### config.mk
export PLATFORM = sky130hd
export DESIGN_NAME = merge_4x2_flat
export DESIGN_NICKNAME = d
export VERILOG_FILES = /design/src/rtl/merge_4x2_if.sv /design/src/rtl/merge_4x2.sv /design/src/flat_wrapper.sv
export SDC_FILE = /design/constraint.sdc
export NUM_CORES = 1
export LEC_CHECK = 0
export CORE_AREA = 8 8 104 96
export CTS_CLUSTER_SIZE = 10
export DETAILED_ROUTE_END_ITERATION = 8
export DIE_AREA = 0 0 112 104
export GPL_ROUTABILITY_DRIVEN = 0
export PLACE_DENSITY = 0.85
export SYNTH_ARGS = -nofsm -noshare
export SYNTH_HDL_FRONTEND = slang
export SYNTH_SLANG_ARGS = --single-unit
### constraint.sdc
create_clock -name clk -period 6.4 [get_ports clk]
set_input_delay 0.96 -clock clk [delete_from_list [all_inputs] [get_ports clk]]
set_output_delay 0.96 -clock clk [all_outputs]
set_load 0.01 [all_outputs]
### src/rtl/merge_4x2_if.sv
// merge_4x2_if: bundles the handshake and data signals of merge_4x2.
//   slave  modport: the merge block's view (captures A/B, drives the output stream)
//   master modport: the environment's view (presents A/B, consumes the stream)
// Signals:
//   a_valid/a_ready, a0..a3 : group A capture handshake + ascending words
//   b_valid/b_ready, b0..b3 : group B capture handshake + ascending words
//   out_valid/out_ready     : merged stream handshake
//   out_data/out_src/out_last : merged word, origin (0=A,1=B), 8th-word flag
//   busy                    : a group is held or a merge is in progress
interface merge_4x2_if #(
  parameter int W = 8
);
  logic         a_valid;
  logic         a_ready;
  logic [W-1:0] a0, a1, a2, a3;
  logic         b_valid;
  logic         b_ready;
  logic [W-1:0] b0, b1, b2, b3;
  logic         out_valid;
  logic         out_ready;
  logic [W-1:0] out_data;
  logic         out_src;
  logic         out_last;
  logic         busy;

  modport slave (
    input  a_valid, a0, a1, a2, a3,
    input  b_valid, b0, b1, b2, b3,
    input  out_ready,
    output a_ready, b_ready,
    output out_valid, out_data, out_src, out_last, busy
  );

  modport master (
    output a_valid, a0, a1, a2, a3,
    output b_valid, b0, b1, b2, b3,
    output out_ready,
    input  a_ready, b_ready,
    input  out_valid, out_data, out_src, out_last, busy
  );
endinterface

### src/rtl/merge_4x2.sv
// merge_4x2: captures two ascending groups of four words (A and B) and emits
// the eight words one per handshake as a single ascending stream.
// Ports:
//   clk         rising-edge clock
//   rst_n       asynchronous active-low reset
//   bus         merge_4x2_if.slave (capture handshakes, output stream, busy)
//   o_dbg_state current FSM state (0 = LOAD, 1 = MERGE)
//   o_dbg_ia    number of A words already emitted (0..4)
//   o_dbg_ib    number of B words already emitted (0..4)
//
// Handshake rule (all three channels): a transfer happens on a rising edge
// where valid and ready are both high. Valid-side data need only be stable in
// that cycle. Ready and all output-stream signals come from registers only,
// so no input reaches an output without passing through a flop.
module merge_4x2 #(
  parameter int W = 8
) (
  input  logic        clk,
  input  logic        rst_n,
  merge_4x2_if.slave  bus,
  output logic        o_dbg_state,
  output logic [2:0]  o_dbg_ia,
  output logic [2:0]  o_dbg_ib
);

  localparam logic [0:0] ST_LOAD  = 1'b0;
  localparam logic [0:0] ST_MERGE = 1'b1;

  logic [0:0]   r_state;
  logic         r_a_held;
  logic         r_b_held;
  logic [2:0]   r_ia;
  logic [2:0]   r_ib;
  logic [W-1:0] r_a [4];
  logic [W-1:0] r_b [4];

  logic         w_in_load;
  logic         w_in_merge;
  logic         w_a_ready;
  logic         w_b_ready;
  logic         w_a_fire;
  logic         w_b_fire;
  logic         w_load_done;
  logic [W-1:0] w_a_word;
  logic [W-1:0] w_b_word;
  logic         w_sel_b;
  logic [W-1:0] w_sel_word;
  logic         w_last;
  logic         w_out_fire;

  assign w_in_load  = (r_state == ST_LOAD);
  assign w_in_merge = (r_state == ST_MERGE);

  assign w_a_ready = w_in_load & ~r_a_held;
  assign w_b_ready = w_in_load & ~r_b_held;
  assign w_a_fire  = bus.a_valid & w_a_ready;
  assign w_b_fire  = bus.b_valid & w_b_ready;

  // Both groups become present either now or earlier; covers either arrival
  // order as well as simultaneous capture.
  assign w_load_done = w_in_load & (r_a_held | w_a_fire) & (r_b_held | w_b_fire);

  // Index 4 means the group is exhausted; the low two bits then alias word 0,
  // which is harmless because the selection below ignores an exhausted side.
  assign w_a_word = r_a[r_ia[1:0]];
  assign w_b_word = r_b[r_ib[1:0]];

  always_comb begin
    w_sel_b = 1'b0;
    if (r_ia == 3'd4) begin
      w_sel_b = 1'b1;
    end else if (r_ib == 3'd4) begin
      w_sel_b = 1'b0;
    end else begin
      // Strict compare so equal words go to A, keeping the merge stable.
      w_sel_b = (w_a_word > w_b_word);
    end
  end

  assign w_sel_word = w_sel_b ? w_b_word : w_a_word;
  assign w_last     = (({1'b0, r_ia} + {1'b0, r_ib}) == 4'd7);
  assign w_out_fire = w_in_merge & bus.out_ready;

  // Output stream: zeroed while loading so nothing stale leaks downstream.
  assign bus.a_ready   = w_a_ready;
  assign bus.b_ready   = w_b_ready;
  assign bus.out_valid = w_in_merge;
  assign bus.out_data  = w_in_merge ? w_sel_word : '0;
  assign bus.out_src   = w_in_merge & w_sel_b;
  assign bus.out_last  = w_in_merge & w_last;
  assign bus.busy      = w_in_merge | r_a_held | r_b_held;

  assign o_dbg_state = r_state;
  assign o_dbg_ia    = r_ia;
  assign o_dbg_ib    = r_ib;

  // Control: FSM, held flags and read indices.
  always_ff @(posedge clk or negedge rst_n) begin
    if (!rst_n) begin
      r_state  <= ST_LOAD;
      r_a_held <= 1'b0;
      r_b_held <= 1'b0;
      r_ia     <= 3'd0;
      r_ib     <= 3'd0;
    end else begin
      case (r_state)
        ST_LOAD: begin
          if (w_a_fire) r_a_held <= 1'b1;
          if (w_b_fire) r_b_held <= 1'b1;
          if (w_load_done) begin
            r_state <= ST_MERGE;
            r_ia    <= 3'd0;
            r_ib    <= 3'd0;
          end
        end
        ST_MERGE: begin
          if (w_out_fire) begin
            if (w_sel_b) r_ib <= r_ib + 3'd1;
            else         r_ia <= r_ia + 3'd1;
            if (w_last) begin
              r_state  <= ST_LOAD;
              r_a_held <= 1'b0;
              r_b_held <= 1'b0;
            end
          end
        end
        default: r_state <= ST_LOAD;
      endcase
    end
  end

  // Group storage: written only on the capture handshake of each group.
  always_ff @(posedge clk or negedge rst_n) begin
    if (!rst_n) begin
      for (int i = 0; i < 4; i++) begin
        r_a[i] <= '0;
        r_b[i] <= '0;
      end
    end else begin
      if (w_a_fire) begin
        r_a[0] <= bus.a0;
        r_a[1] <= bus.a1;
        r_a[2] <= bus.a2;
        r_a[3] <= bus.a3;
      end
      if (w_b_fire) begin
        r_b[0] <= bus.b0;
        r_b[1] <= bus.b1;
        r_b[2] <= bus.b2;
        r_b[3] <= bus.b3;
      end
    end
  end

endmodule

### src/flat_wrapper.sv
// flat-port wrapper written by rule: the top's interface ports become plain ports
module merge_4x2_flat 
#(
  parameter int W = 8
)
  (clk, rst_n, o_dbg_state, o_dbg_ia, o_dbg_ib, bus_a_valid, bus_a0, bus_a1, bus_a2, bus_a3, bus_b_valid, bus_b0, bus_b1, bus_b2, bus_b3, bus_out_ready, bus_a_ready, bus_b_ready, bus_out_valid, bus_out_data, bus_out_src, bus_out_last, bus_busy);
  merge_4x2_if #(.W(W)) bus_i ();
  input  logic clk;
  input  logic rst_n;
  output logic o_dbg_state;
  output logic [2:0] o_dbg_ia;
  output logic [2:0] o_dbg_ib;
  input wire logic [$bits(bus_i.a_valid)-1:0] bus_a_valid;
  input wire logic [$bits(bus_i.a0)-1:0] bus_a0;
  input wire logic [$bits(bus_i.a1)-1:0] bus_a1;
  input wire logic [$bits(bus_i.a2)-1:0] bus_a2;
  input wire logic [$bits(bus_i.a3)-1:0] bus_a3;
  input wire logic [$bits(bus_i.b_valid)-1:0] bus_b_valid;
  input wire logic [$bits(bus_i.b0)-1:0] bus_b0;
  input wire logic [$bits(bus_i.b1)-1:0] bus_b1;
  input wire logic [$bits(bus_i.b2)-1:0] bus_b2;
  input wire logic [$bits(bus_i.b3)-1:0] bus_b3;
  input wire logic [$bits(bus_i.out_ready)-1:0] bus_out_ready;
  output wire logic [$bits(bus_i.a_ready)-1:0] bus_a_ready;
  output wire logic [$bits(bus_i.b_ready)-1:0] bus_b_ready;
  output wire logic [$bits(bus_i.out_valid)-1:0] bus_out_valid;
  output wire logic [$bits(bus_i.out_data)-1:0] bus_out_data;
  output wire logic [$bits(bus_i.out_src)-1:0] bus_out_src;
  output wire logic [$bits(bus_i.out_last)-1:0] bus_out_last;
  output wire logic [$bits(bus_i.busy)-1:0] bus_busy;
  assign bus_i.a_valid = bus_a_valid;
  assign bus_i.a0 = bus_a0;
  assign bus_i.a1 = bus_a1;
  assign bus_i.a2 = bus_a2;
  assign bus_i.a3 = bus_a3;
  assign bus_i.b_valid = bus_b_valid;
  assign bus_i.b0 = bus_b0;
  assign bus_i.b1 = bus_b1;
  assign bus_i.b2 = bus_b2;
  assign bus_i.b3 = bus_b3;
  assign bus_i.out_ready = bus_out_ready;
  assign bus_a_ready = bus_i.a_ready;
  assign bus_b_ready = bus_i.b_ready;
  assign bus_out_valid = bus_i.out_valid;
  assign bus_out_data = bus_i.out_data;
  assign bus_out_src = bus_i.out_src;
  assign bus_out_last = bus_i.out_last;
  assign bus_busy = bus_i.busy;
  merge_4x2 #(.W(W)) u_core (.clk(clk), .rst_n(rst_n), .bus(bus_i), .o_dbg_state(o_dbg_state), .o_dbg_ia(o_dbg_ia), .o_dbg_ib(o_dbg_ib));
endmodule
* Word level (Yosys, flattened, before mapping)
Cells that the tools add are included.
** Storage, ports and cells
- Register bits after elaboration :: 73
- Output and inout port bits :: 21
** Cells by class
- $add $sub $neg :: 3
- $lt $le $gt $ge :: 3
- Eq/ne operators :: 10
- Muxes and demuxes :: 27
- Bitwise gates (word level) :: 18
- Reductions and logical operators :: 4
** Operators by type and width (number)
- 8-bit two-way mux :: 6
- 8-bit binary-select mux with 2-bit select :: 2
- 3-bit two-way mux :: 5
- 2-bit != test (second input constant) :: 7
- 3-bit one-hot mux with 2 select lines :: 2
- 3-bit AND reduction :: 4
- 1-bit bitwise AND :: 9
- 1-bit two-way mux :: 9
- 8-bit greater-than comparator :: 1
- 3-bit by 1-bit adder with 3-bit output (second input constant) :: 2
- 3-bit equality test (second input constant) :: 2
- 3-bit >= comparator (second input constant) :: 2
- 2-bit NOT with 3-bit output :: 2
- 1-bit one-hot mux with 2 select lines :: 3
- 3-bit by 3-bit adder with 4-bit output :: 1
- 4-bit by 3-bit equality test with 1-bit output (second input constant) :: 1
- 1-bit OR :: 4
- 1-bit NOT :: 3

* Logic depth before layout (Yosys ltp)
- Depth after elaboration :: 10
- Depth in mapped cells :: 11

* Worst setup path before layout
Ideal clock, no wire load.
- Kind :: reg-to-output
- From :: register u_core.r_ia[0] (netlist: u_core.o_dbg_ia[0])
- To :: output port bus_out_data[1]
- Arrival time :: 2641 ps
- Required time :: 5440 ps
- Slack :: 2799 ps
- Stages on the path, launching flop included :: 10
- Buffers on the path :: 2
- Cells stage by stage :: dfrtp_1 -> buf_2 -> mux4_2 -> ha_1 -> nand4_1 -> nand3b_1 -> a21oi_4 -> nor3_4 -> buf_4 -> o31ai_1
** On the way
- Longest elaborated chain between the ends :: 9
- Elaborated cells between the ends (all ways) :: 10
- Those cells by class :: order compare: 1; eq/ne: 1; mux: 7; bitwise: 1
** Ends and longest elaborated chain
- start: declaration :: RTL line merge_4x2.sv:32 : logic [2:0] r_ia;
- start signal: assignment :: RTL line merge_4x2.sv:119 : else r_ia <= r_ia + 3'd1;
- 2-bit NOT with 3-bit output (implied by the code) :: RTL line merge_4x2.sv:65 : assign w_a_word = r_a[r_ia[1:0]];
- 8-bit binary-select mux with 2-bit select :: RTL line merge_4x2.sv:65
- 8-bit two-way mux (implied by the code) (2 in a row) :: RTL line merge_4x2.sv:65
- 8-bit greater-than comparator :: RTL line merge_4x2.sv:76 : w_sel_b = (w_a_word > w_b_word);
- 1-bit two-way mux :: RTL line merge_4x2.sv:72 : end else if (r_ib == 3'd4) begin
- 1-bit two-way mux :: RTL line merge_4x2.sv:70 : if (r_ia == 3'd4) begin
- 8-bit two-way mux * :: RTL line merge_4x2.sv:80 : assign w_sel_word = w_sel_b ? w_b_word : w_a_word;
- 8-bit two-way mux * :: RTL line merge_4x2.sv:88 : assign bus.out_data = w_in_merge ? w_sel_word : '0;
- end: declaration :: RTL line flat_wrapper.sv:27 : output wire logic [$bits(bus_i.out_data)-1:0] bus_out_data;
Every way passes the cells marked *; elsewhere a longest branch is shown, timed or not. The select of a mux whose other input is x is not followed.

* Worst setup path in the final report
- From :: register u_core.r_ia[0] (netlist: u_core.o_dbg_ia[0])
- To :: output port bus_out_data[0]
Same word-level chain as after synthesis.

==> insert_results.sql <==
INSERT INTO impl_metrics (metric_group, metric, value, unit) VALUES
('critical_path', 'worst_ep_required_time', '5.44', 'ns'),
('yosys', 'synth_commonest_cells', 'dfrtp_1, mux2_2, mux4_2', ''),
('die', 'die-height', '104', 'um'),
('die', 'die_width', '112', 'um'),
('timing', 'timing.final.setup_violations', '0', ''),
('outcome', 'outcome', 'complete, no violations', ''),
('routing', 'antenna_left', '0', ''),
('timing', 'min_period_over_period', '0.803', ''),
('critical_path', 'critical_path.reg2reg.endpoint', 'u_core.o_dbg_ia[1]$_DFFE_PN0P_', ''),
('timing', 'fin_tns_setup', '0', 'ns'),
('global_route', 'antenna_violations_before_repair', '0', ''),
('yosys', 'synth_enable_flop_cells', '0', ''),
('final_layout', 'design_area', '4870', 'um^2'),
('timing', 'maxSlewHeadroom', '0.387', ''),
('pwr', 'vdd_ir_drop_max', '0.383', 'mV'),
('worst_hold_path', 'hold_path_depth', '1', ''),
('clock_network', 'post_cts_resize_count', '0', ''),
('critical_path', 'reg2reg_setup_slack', '2.85', 'ns'),
('job', 'cap_viol_max_count', '0', ''),
('final_layout', 'final_net_count', '446', ''),
('clock_network', 'cts-root-buf', 'clkbuf_8', ''),
('worst_hold_path', 'min_path_type', 'reg2reg', ''),
('yosys', 'synthesis.nets', '362', ''),
('worst_hold_path', 'min_delay_worst_endpoint', 'u_core.r_a[17]$_DFFE_PN0P_', ''),
('routing', 'detail_route.wirelength', '8520', 'um'),
('timing', 'worstMarginPinSlew', '0.920', 'ns'),
('timing', 'fin_crit', '5.14', 'ns'),
('final_layout', 'nFillCells', '664', ''),
('critical_path', 'worstSetupPathType', 'reg2out', ''),
('yosys', 'synthCells', '277', ''),
('timing', 'final_hold_viol_count', '0', ''),
('clock_network', 'tritoncts_num_sinks', '73', ''),
('worst_hold_path', 'hold_start', 'u_core.r_a[17]$_DFFE_PN0P_', ''),
('yosys', 'synth_top_area_share', '0.486', ''),
('pwr', 'reported_leakage_power', '2.05', 'nW'),
('clock_network', 'post_cts_hold_buffer_count', '0', ''),
('clock_network', 'clk-insertion-delay-late', '0.34', 'ns'),
('die', 'start_util', '0.452', ''),
('clock_network', 'cts.reportedPaths.clkPinSlew', '0.07', 'ns'),
('routing', 'total_via_count_in_the_routed_design', '2590', ''),
('global_route', 'tot_gr_track_use', '0.151', ''),
('timing', 'timing_max_transition_violations_final', '0', ''),
('yosys', 'yosysSeqAreaShare', '0.486', ''),
('place', 'dp_hpwl', '6610', 'um'),
('critical_path', 'critPathCaptureType', 'output pin', ''),
('routing', 'drc_violation_total_after_the_first_tritonroute_iteration', '101', ''),
('yosys', 'synth_cell_type_count', '39', ''),
('clock_network', 'cts_made_buffers', '9', ''),
('yosys', 'postSynthAreaPerCell', '13.6', 'um^2'),
('yosys', 'synth_top_cells_by_area', 'dfrtp_1, mux2_2, mux4_2, ha_1, buf_2', ''),
('clock_network', 'cts_tree', 'built', ''),
('timing', 'timing.clock.skew', '0.00509', 'ns'),
('die', 'rows', '32', ''),
('global_route', 'largest_net_degree_at_the_start_of_global_routing', '74', ''),
('die', 'core_area', '8330', 'um^2'),
('final_layout', 'ant_diodes', '0', ''),
('yosys', 'synthesis.area', '3760', 'um^2'),
('place', 'placedInstanceArea', '4700', 'um^2'),
('critical_path', 'worstReg2RegStart', 'u_core.o_dbg_ia[0]$_DFFE_PN0P_', ''),
('global_route', 'globalRouteOverflowTotal', '0', ''),
('critical_path', 'critical_path_arrival', '4.18', 'ns'),
('clock_network', 'post_cts.repair.setup_buffers', '0', ''),
('yosys', 'synth_top_area_cell', 'dfrtp_1', ''),
('yosys', 'asyncSetResetFlopFracSynth', '1.00', ''),
('timing', 'setup_slack', '1.26', 'ns'),
('clock_network', 'htree_levels', '3', ''),
('critical_path', 'worst_r2r_path_depth', '8', ''),
('critical_path', 'critical_path.max_fanout', '22', ''),
('yosys', 'synth_seq_cells', '73', ''),
('global_route', 'grt_pass1_wl', '14100', 'um'),
('place', 'io_buf_count', '89', '');
## state kept, by name, summed over array words and instances, names as in the netlist
register              cells
u_core.o_dbg_ib           3
u_core.r_b_held           1
u_core.o_dbg_ia           3
u_core.bus.out_valid      1
u_core.r_a_held           1
u_core.r_b               32
u_core.r_a               32
## worst max-delay path by stage
stage / startpoint / end / slack (ns)
6_report: u_core.o_dbg_ia[0]$_DFFE_PN0P_ / bus_out_data[0] / 1.26
5_1_grt: u_core.o_dbg_ia[0]$_DFFE_PN0P_ / bus_out_data[0] / 1.03
4_1_cts: u_core.o_dbg_ia[0]$_DFFE_PN0P_ / bus_out_data[0] / 1.27
3_5_place_dp: u_core.o_dbg_ia[0]$_DFFE_PN0P_ / bus_out_data[0] / 1.66
3_3_place_gp: u_core.o_dbg_ib[0]$_DFFE_PN0P_ / bus_out_data[0] / 1.77
2_1_floorplan: u_core.o_dbg_ia[0]$_DFFE_PN0P_ / bus_out_data[1] / 2.80
## layout by cell type (no fill, tap or decap), types with 2 or more instances in the layout
cell type	synthesis	layout
clkbuf_8	0	9
ha_1	15	15
nor2_1	4	4
mux2i_1	2	2
o2bb2ai_1	3	3
dfrtp_1	73	73
o22ai_1	2	2
nor3_1	2	2
buf_4	2	3
nand2_1	9	9
mux2_2	64	64
a21oi_1	3	3
mux4_2	16	16
o21ai_1	2	2
nand4_1	2	2
clkinv_2	0	4
nor4_1	2	2
inv_1	15	15
and2_1	4	4
clkinvlp_4	0	2
a21o_1	5	5
o31ai_1	8	8
a22o_1	2	2
nand3_1	10	10
clkdlybuf4s50_1	0	88
## cell type report
class,count,area [um^2],area share
clock buffer,10,128,0.0262
clock inverter,6,35.0,0.00720
inverter,15,56.3,0.0116
multi-input combinational,170,1780,0.367
sequential,73,1830,0.375
tap,102,128,0.0262
timing repair buffer,92,908,0.187
## metrics by stage
stage,cells,power [mW],utilization,hold slack (ns)
after floorplan,277,1.94,-,0.475
after global placement,452,2.45,0.565,0.485
after detailed placement,452,2.52,0.565,0.491
after CTS,468,2.83,0.584,0.507
after global routing,468,3.02,0.584,0.524
final,468,2.81,0.584,0.506
## where the power goes
part           internal [mW]  switching [mW]
registers              0.690           0.204
logic                  0.873           0.744
clock network          0.138           0.164
## cells by family after synthesis
logic type               synth area share
AO/OA/AOI/OAI                      0.0682
adder cells (fa/ha/maj)            0.0552
buffers and inverters              0.0399
flip-flops                          0.486
multiplexers                        0.293
AND/OR/NAND/NOR                    0.0582
## worst max-delay path, cell delays in order (launching register included)
cell and delay [ns]:
dfrtp_1 0.75, mux4_2 0.65, ha_1 0.34, nor2b_1 0.15
o211ai_2 0.19, a21oi_4 0.11, nor3_4 0.66, nand3_1 0.17
o21ai_0 0.20, clkdlybuf4s50_1 0.62
## per-layer routing
metal / GRT usage / routed length (um) / vias to the layer above
met5: 0 / 0 / -
met4: 0.0645 / 219 / 0
met3: 0.0429 / 524 / 18
met2: 0.234 / 4040 / 88
met1: 0.193 / 3730 / 1298
li1: - / - / 1186
No activity file was read; power rests on OpenSTA's default activity.
